===== src/rtl/wb_regfile_pkg.sv =====
// wb_regfile_pkg: constants shared by the writeback register file.
//   DATA_W   - default register/datapath width
//   ADDR_W   - register-number width (fixed at 5 bits)
//   REG_ZERO - architectural zero register number
// Optional feature macro used by the register file: WB_REGFILE_BYPASS_EN.
package wb_regfile_pkg;

  localparam int DATA_W = 32;
  localparam int ADDR_W = 5;
  localparam logic [ADDR_W-1:0] REG_ZERO = 5'd0;

endpackage : wb_regfile_pkg


===== src/rtl/wb_regfile_if.sv =====
// wb_regfile_if: groups the writeback and ID-stage read signals of wb_regfile.
//   master modport - pipeline side: drives writeback data/control and read addresses
//   slave modport  - register file side: returns read data, writeDataWB, writeCount
interface wb_regfile_if #(
  parameter int DATA_W = wb_regfile_pkg::DATA_W
);
  import wb_regfile_pkg::*;

  logic [DATA_W-1:0] memReadDataWB;
  logic [DATA_W-1:0] ALUResultWB;
  logic [ADDR_W-1:0] registerWB;
  logic              memRegWB;
  logic              regWriteWB;
  logic [ADDR_W-1:0] readReg1;
  logic [ADDR_W-1:0] readReg2;
  logic [DATA_W-1:0] readData1;
  logic [DATA_W-1:0] readData2;
  logic [DATA_W-1:0] writeDataWB;
  logic [31:0]       writeCount;

  modport master (
    output memReadDataWB, ALUResultWB, registerWB, memRegWB, regWriteWB,
    output readReg1, readReg2,
    input  readData1, readData2, writeDataWB, writeCount
  );

  modport slave (
    input  memReadDataWB, ALUResultWB, registerWB, memRegWB, regWriteWB,
    input  readReg1, readReg2,
    output readData1, readData2, writeDataWB, writeCount
  );

endinterface : wb_regfile_if


===== src/rtl/wb_regfile_rdport.sv =====
// wb_regfile_rdport: one combinational read port of the register file.
//   reset_i    - register file reset; forces the read data to zero
//   rd_addr_i  - register number to read
//   regs_i     - current contents of the storage array
//   wr_en_i    - a write is being committed this cycle (already excludes r0)
//   wr_addr_i  - register number being written
//   wr_data_i  - value being written
//   rd_data_o  - read data
// With WB_REGFILE_BYPASS_EN defined, a read of the register being written
// returns the value being written in the same cycle; otherwise it returns
// the stored (pre-write) value.
module wb_regfile_rdport
  import wb_regfile_pkg::*;
#(
  parameter int DATA_W = wb_regfile_pkg::DATA_W,
  parameter int REG_N  = 32
) (
  input  logic              reset_i,
  input  logic [ADDR_W-1:0] rd_addr_i,
  input  logic [DATA_W-1:0] regs_i [REG_N],
  input  logic              wr_en_i,
  input  logic [ADDR_W-1:0] wr_addr_i,
  input  logic [DATA_W-1:0] wr_data_i,
  output logic [DATA_W-1:0] rd_data_o
);

`ifndef WB_REGFILE_BYPASS_EN
  // Write-side inputs only matter when bypass is built in.
  logic unused_bypass_s;
  assign unused_bypass_s = ^{wr_en_i, wr_addr_i, wr_data_i};
`endif

  // Read mux: zero during reset, for r0 and for unimplemented registers.
  always_comb begin
    rd_data_o = '0;
    if (reset_i || (rd_addr_i == REG_ZERO) || (int'(rd_addr_i) >= REG_N)) begin
      rd_data_o = '0;
    end
`ifdef WB_REGFILE_BYPASS_EN
    else if (wr_en_i && (wr_addr_i == rd_addr_i)) begin
      rd_data_o = wr_data_i;
    end
`endif
    else begin
      rd_data_o = regs_i[rd_addr_i];
    end
  end

endmodule : wb_regfile_rdport


===== src/rtl/wb_regfile.sv =====
// wb_regfile: pipeline writeback stage plus two-read/one-write register file.
//   clk   - single clock, all state updates on the rising edge
//   reset - asynchronous active-high reset; clears registers and writeCount
//   bus   - wb_regfile_if.slave: writeback data/select/enable, two read
//           ports, exported writeDataWB and committed-write counter
// Optional feature macro: WB_REGFILE_BYPASS_EN (same-cycle write-to-read bypass).
module wb_regfile #(
  parameter int DATA_W = wb_regfile_pkg::DATA_W,
  parameter int REG_N  = 32
) (
  input  logic          clk,
  input  logic          reset,
  wb_regfile_if.slave   bus
);
  import wb_regfile_pkg::*;

  logic [DATA_W-1:0] reg_q [REG_N];
  logic [31:0]       write_count_q;
  logic [31:0]       write_count_d;
  logic [DATA_W-1:0] write_data_s;
  logic              write_en_s;

  assign write_data_s    = bus.memRegWB ? bus.memReadDataWB : bus.ALUResultWB;
  assign bus.writeDataWB = write_data_s;

  // A write commits only to a real, non-zero register.
  assign write_en_s = bus.regWriteWB && (bus.registerWB != REG_ZERO) &&
                      (int'(bus.registerWB) < REG_N);

  // Counter wraps naturally at 32 bits.
  always_comb begin
    write_count_d = write_count_q;
    if (write_en_s) begin
      write_count_d = write_count_q + 32'd1;
    end else begin
      write_count_d = write_count_q;
    end
  end

  // Storage array and commit counter.
  always_ff @(posedge clk or posedge reset) begin
    if (reset) begin
      for (int i = 0; i < REG_N; i++) begin
        reg_q[i] <= '0;
      end
      write_count_q <= 32'd0;
    end else begin
      if (write_en_s) begin
        reg_q[bus.registerWB] <= write_data_s;
      end
      write_count_q <= write_count_d;
    end
  end

  assign bus.writeCount = write_count_q;

  wb_regfile_rdport #(.DATA_W(DATA_W), .REG_N(REG_N)) u_rdport1 (
    .reset_i   (reset),
    .rd_addr_i (bus.readReg1),
    .regs_i    (reg_q),
    .wr_en_i   (write_en_s),
    .wr_addr_i (bus.registerWB),
    .wr_data_i (write_data_s),
    .rd_data_o (bus.readData1)
  );

  wb_regfile_rdport #(.DATA_W(DATA_W), .REG_N(REG_N)) u_rdport2 (
    .reset_i   (reset),
    .rd_addr_i (bus.readReg2),
    .regs_i    (reg_q),
    .wr_en_i   (write_en_s),
    .wr_addr_i (bus.registerWB),
    .wr_data_i (write_data_s),
    .rd_data_o (bus.readData2)
  );

endmodule : wb_regfile


===== src/flat_wrapper.sv =====
// flat-port wrapper written by rule: the top's interface ports become plain ports
module wb_regfile_flat import wb_regfile_pkg::*;
#(
  parameter int DATA_W = wb_regfile_pkg::DATA_W,
  parameter int REG_N  = 32
)
  (clk, reset, bus_memReadDataWB, bus_ALUResultWB, bus_registerWB, bus_memRegWB, bus_regWriteWB, bus_readReg1, bus_readReg2, bus_readData1, bus_readData2, bus_writeDataWB, bus_writeCount);
  wb_regfile_if #(.DATA_W(DATA_W)) bus_i ();
  input  logic clk;
  input  logic reset;
  input wire logic [$bits(bus_i.memReadDataWB)-1:0] bus_memReadDataWB;
  input wire logic [$bits(bus_i.ALUResultWB)-1:0] bus_ALUResultWB;
  input wire logic [$bits(bus_i.registerWB)-1:0] bus_registerWB;
  input wire logic [$bits(bus_i.memRegWB)-1:0] bus_memRegWB;
  input wire logic [$bits(bus_i.regWriteWB)-1:0] bus_regWriteWB;
  input wire logic [$bits(bus_i.readReg1)-1:0] bus_readReg1;
  input wire logic [$bits(bus_i.readReg2)-1:0] bus_readReg2;
  output wire logic [$bits(bus_i.readData1)-1:0] bus_readData1;
  output wire logic [$bits(bus_i.readData2)-1:0] bus_readData2;
  output wire logic [$bits(bus_i.writeDataWB)-1:0] bus_writeDataWB;
  output wire logic [$bits(bus_i.writeCount)-1:0] bus_writeCount;
  assign bus_i.memReadDataWB = bus_memReadDataWB;
  assign bus_i.ALUResultWB = bus_ALUResultWB;
  assign bus_i.registerWB = bus_registerWB;
  assign bus_i.memRegWB = bus_memRegWB;
  assign bus_i.regWriteWB = bus_regWriteWB;
  assign bus_i.readReg1 = bus_readReg1;
  assign bus_i.readReg2 = bus_readReg2;
  assign bus_readData1 = bus_i.readData1;
  assign bus_readData2 = bus_i.readData2;
  assign bus_writeDataWB = bus_i.writeDataWB;
  assign bus_writeCount = bus_i.writeCount;
  wb_regfile #(.DATA_W(DATA_W), .REG_N(REG_N)) u_core (.clk(clk), .reset(reset), .bus(bus_i));
endmodule

===== config.mk =====
export PLATFORM = sky130hd
export DESIGN_NAME = wb_regfile_flat
export DESIGN_NICKNAME = d
export VERILOG_FILES = /design/src/rtl/wb_regfile_pkg.sv /design/src/rtl/wb_regfile_if.sv /design/src/rtl/wb_regfile_rdport.sv /design/src/rtl/wb_regfile.sv /design/src/flat_wrapper.sv
export SDC_FILE = /design/constraint.sdc
export NUM_CORES = 2
export LEC_CHECK = 0
export ABC_AREA = 0
export CAP_MARGIN = 20
export CORE_MARGIN = 2
export CORE_UTILIZATION = 55
export DETAILED_ROUTE_END_ITERATION = 7
export HOLD_SLACK_MARGIN = 0.06
export PLACE_DENSITY = 0.83
export SLEW_MARGIN = 20
export SYNTH_ARGS = -nofsm -noshare
export SYNTH_HDL_FRONTEND = slang
export SYNTH_SLANG_ARGS = --single-unit

===== constraint.sdc =====
create_clock -name clk -period 54 [get_ports clk]
set_input_delay 13.5 -clock clk [delete_from_list [all_inputs] [get_ports clk]]
set_output_delay 13.5 -clock clk [all_outputs]
set_load 0.01 [all_outputs]

Yosys cells after proc, flatten, opt, wreduce, memory -nomap -nowiden
Index checks and enable logic that the tools add are counted.

Logic and storage cells: 60. Input port bits: 83. Output and inout bits: 128. Register bits: 1056.

Reductions and logical operators: 7. Add/sub/neg operators: 1. Muxes and demuxes: 12. $lt $le $gt $ge: 4. Bitwise logic cells: 3.

Operators with widths (number): bitwise mux 1024 bit (1); binary-select mux 32 bit (select 5 bit) (2); 2-to-1 mux 32 bit (8); demux 32 bit (select 5 bit) (1); adder 32 x 1 -> 32 bit (second input constant) (1); greater-or-equal comparator 6 bit (second input constant) (3); NOT 5 -> 6 bit (3); logical NOT 5 bit (2); less-than comparator 6 x 1 -> 1 bit (second input constant) (1); nonzero test 5 bit (1); logical AND 1 bit (2); logical OR 1 bit (2).

Longest topological paths before layout
Word-level depth: 6. Mapped depth: 8. Depth with buffers taken out: 6.

Cells and area by module
A second synthesis with hierarchy kept.

Cells, all modules: 5255. Area total of the unflattened synthesis: 54999.0 µm².

Modules (own cells, without submodules): wb_regfile (seq. area each 26425.3 µm², area each 38142.8 µm², cells an instance 3583, times used 1); wb_regfile_rdport (seq. area each 0.0 µm², area each 8428.1 µm², cells an instance 836, times used 2).

Worst setup path before layout
No wires, ideal clock.

Path kind: input to output. From: in reset. To: out bus_readData2[10]. Stages: 7. Arrival: 38128 ps. Path buffers: 3. Required time: 40500 ps. Slack: 2372 ps. Cell sequence: clkbuf_1 -> inv_1 -> and3_1 -> clkbuf_1 -> clkbuf_1 -> nand3_1 -> nand4_1.

Longest elaborated chain between the ends: 2.

RTL lines: start: declaration (RTL line flat_wrapper.sv:10) `input logic reset;`; logical OR 1 bit (RTL line wb_regfile_rdport.sv:36) `if (reset_i || (rd_addr_i == REG_ZERO) || (int'(rd_addr_i) >= REG_N)) begin`; 2-to-1 mux 32 bit (RTL line wb_regfile_rdport.sv:36); end: declaration (RTL line flat_wrapper.sv:19) `output wire logic [$bits(bus_i.readData2)-1:0] bus_readData2;`.

No other way between the ends.

Worst setup path after layout
From: in bus_readReg2[1]. To: out bus_readData2[19].

Longest elaborated chain between the ends: 5. Elaborated cells on any way between the ends: 7. Those cells by class: 4 x mux; 1 x bitwise; 2 x reduce/logical.

RTL lines: start: declaration (RTL line flat_wrapper.sv:17) `input wire logic [$bits(bus_i.readReg2)-1:0] bus_readReg2;`; NOT 5 -> 6 bit (implied by the code) (RTL line wb_regfile_rdport.sv:45) `rd_data_o = regs_i[rd_addr_i];`; binary-select mux 32 bit (select 5 bit) (RTL line wb_regfile_rdport.sv:45); 2-to-1 mux 32 bit (implied by the code) (2 in series) (RTL line wb_regfile_rdport.sv:45); 2-to-1 mux 32 bit (*) (RTL line wb_regfile_rdport.sv:36).

Every way passes the cells marked *; elsewhere a longest branch is shown, timed or not. The select of a mux whose other input is x is not followed.

==> key figures <==
STA
  – Worst Tran Pin Value: 1.15 ns
  – Slew headroom: 23.0%
  – Fmax: 0.0312 GHz
  – Final hold violations: 0
  – RSZ-0062 raised after global routing: false
  – Clock Skew: 0.00872 ns
  – Final Slew Violations: 0
  – Final Setup Violations: 0
  – Final period util: 59.4%
  – Setup TNS Final: 0 ns
  – Post-layout minimum cycle time: 32.06 ns

Critical path
  – Crit path kind: input pin to output pin
  – CP max stage cell: buf_4
  – Critical Path Fanout Max: 68
  – Reg2reg start: u_core.bus.writeCount[7]
  – Crit path required time: 40.50 ns
  – R2r endpoint: u_core.bus.writeCount[26]
  – Crit path max-delay family: buffers and inverters
  – Critical Path AT: 18.56 ns
  – Slowest stage delay, CP: 0.79 ns
  – Worst Setup Start Kind: input pin
  – Crit-path cells: buf_8 -> buf_4 -> buf_4 -> buf_4 -> nor2_4 -> buf_4 -> a22oi_1 -> nand3_1 -> nand4_1 -> clkdlybuf4s50_1
  – Crit path from: bus_readReg2[1]
  – Worst reg-to-reg setup slack: 51.79 ns
  – CP dominant cell by count: buf_4
  – R2R cell count: 5
  – Buffers & Inverters on Critical Path: 6
  – CP Capture Type: output pin

Power and ir drop
  – Pwr dens: 38.5 nW/um^2
  – Worst VDD drop: between 0.00003 and 0.00004 V
  – P_leak: 26.6 nW

Logic synthesis
  – Synth area leaders: dfrtp_1 49%, mux4_2 10%, mux2i_1 9.0%
  – Syn_area_per_cell: 10.1 um^2
  – Most area-hungry cell type in the Yosys netlist: dfrtp_1
  – Netlist Area Pre-Place: 54,300 um^2
  – Sequential fraction of the synthesis area: 48.6%
  – Top-area cell type share of the netlist area: 48.6%
  – Post-synth top flop: dfrtp_1
  – Yosys cell types: 46
  – Syn Inst Count: 5,369
  – Synth warnings: 0
  – Synthesized Nets: 5,453
  – Post-synth EDFFs: 0
  – Ys async rst share: 100%
  – Synth Register Bits: 1,056

GRT
  – GRT Resource Usage Total: between 30% and 40%
  – Antenna violations before repair: 6
  – Largest net degree at the start of global routing: 113
  – GRT Residual Overflow: 0
  – First-pass GRT wire length: around 280,000 um
  – Vias in the first global route: 45,900

Hold path
  – Worst min path class: register to register
  – Hold_sp: u_core.reg_q[1023]
  – Hold endpoint: u_core.reg_q[1023]
  – Hold Crit Depth: 0

Detailed routing
  – Total number of vias: 46,700
  – Drt first pass iters: 8
  – WL final: 188,000 um
  – Post-DR wirelength/cell: 28.4 um
  – Vias per cell: slightly above 7
  – DRC: 7
  – Iteration-0 DRC Markers: a little over 7,000
  – Detail Route Antenna Nets: 0

Clocking
  – CTS clk-pin slew, worst paths: 0.06 ns
  – Number of buffers created by CTS: 105
  – CTS tree: done
  – PostCTS Resize Cnt: 0
  – Clk sinks: roughly 1,100
  – Clk root buf: clkbuf_16
  – CTS max path bufs: 3
  – Post-CTS Setup Bufs: 0
  – Clk_lat worst skew: between 0.6 and 0.7 ns
  – CTS hold repair buffers: 0
  – H-tree depth: 3

Floorplan
  – Starting density of the core: between 50% and 60%
  – Die area: 101,000 um^2
  – I/O pin count: 211
  – Row Count: 115
  – DIE WIDTH: ~320 um
  – Die Y: 318 um
  – Core ar.: 98,100 um^2

Run status
  – Failing checks: design-rule violations
  – Status: finished with violations

Placed design
  – Quantity of I/O buffers inserted on ports: 210
  – Gp weighted congestion: 0.895
  – Dpl hpwl: approximately 110,000 um
  – Placed instance area: 57,300 um^2

Final layout
  – Layout cells sized above 1: 12.5%
  – Area Growth Syn to Fin: 12.2%
  – Most frequent cells in the layout: 1,056 x dfrtp_1, 624 x nand2_1, 607 x o21ai_0
  – Final Cell Area: 61,000 um^2
  – Final Util: 62.1%
  – Nets: 5,337
  – Commonest non-fill, non-tap cell in the layout: dfrtp_1

Job
  – Max_cap viols: 0
-- power breakdown --
part	internal, W	switching [W]	leakage, nW
clock network	0.000456	0.000324	1.82
registers	0.000953	0.000136	13.4
logic	0.000223	0.000254	11.4
-- logic make-up (layout without fill, tap and decap cells) --
group,Yosys count,after routing,synth area share (%)
other cells,0,6,0
xor+xnor,31,31,0.500
compound gates,1452,1452,14.9
fa+ha+maj,1,1,0.0230
buf+inv,596,565,4.42
flops,1056,1056,48.6
simple gates,1494,1494,12.1
mux,739,739,19.4
-- worst max path at each step --
stage | cells past startpoint | end
finish | 10 | bus_readData2[19]
global route | 10 | bus_readData2[19]
CTS | 10 | bus_readData2[14]
detailed placement | 10 | bus_readData2[14]
global placement | 10 | bus_readData2[28]
floorplan | 7 | bus_readData2[10]
-- cell usage after synthesis (all sizes together) (67+ instances only) --
library cell and instances:
a211oi 67, a21oi 481, a22oi 212, a31oi 75
buf 134, clkbuf 427, dfrtp 1056, mux2i 486
mux4 252, nand2 641, nand3 142, nand4 70
nor2 421, nor2b 145, o21ai 609
-- stage by stage --
step	cells	hold WS [ns]	setup slack [ns]	power, W
3_3_place_gp	6432	0.376	22.32	0.00152
5_1_grt	6625	0.410	21.93	0.00244
3_5_place_dp	6432	0.383	22.24	0.00155
2_1_floorplan	5369	0.441	2.37	0.00140
4_1_cts	6624	0.397	22.24	0.00233
6_report	6631	0.398	21.94	0.00235
-- layer usage --
| layer | part of all wire (%) | vias up | global-route usage [%] |
|---|---|---|---|
| li1 | - | 19000 | - |
| met1 | 34 | 22700 | 46.1 |
| met2 | 44 | 3912 | 54.4 |
| met3 | 14 | 1092 | 12.9 |
| met4 | 7.8 | 8 | 24.2 |
| met5 | 0.11 | - | 1.13 |
-- cell type report --
type,count,area [um^2]
antenna,6,15.0
clock buffer,142,3030
sequential,1056,26400
multi-input combinational,3717,26000
tap,1287,1610
inverter,35,139
clock inverter,50,643
fill,7351,37100
timing repair buffer,338,3110
-- sequential cells by signal, summed over array words and instances (netlist names) --
signal	flops
u_core.bus.writeCount	32
u_core.reg_q	1024
No activity file was read; power rests on OpenSTA's default activity.
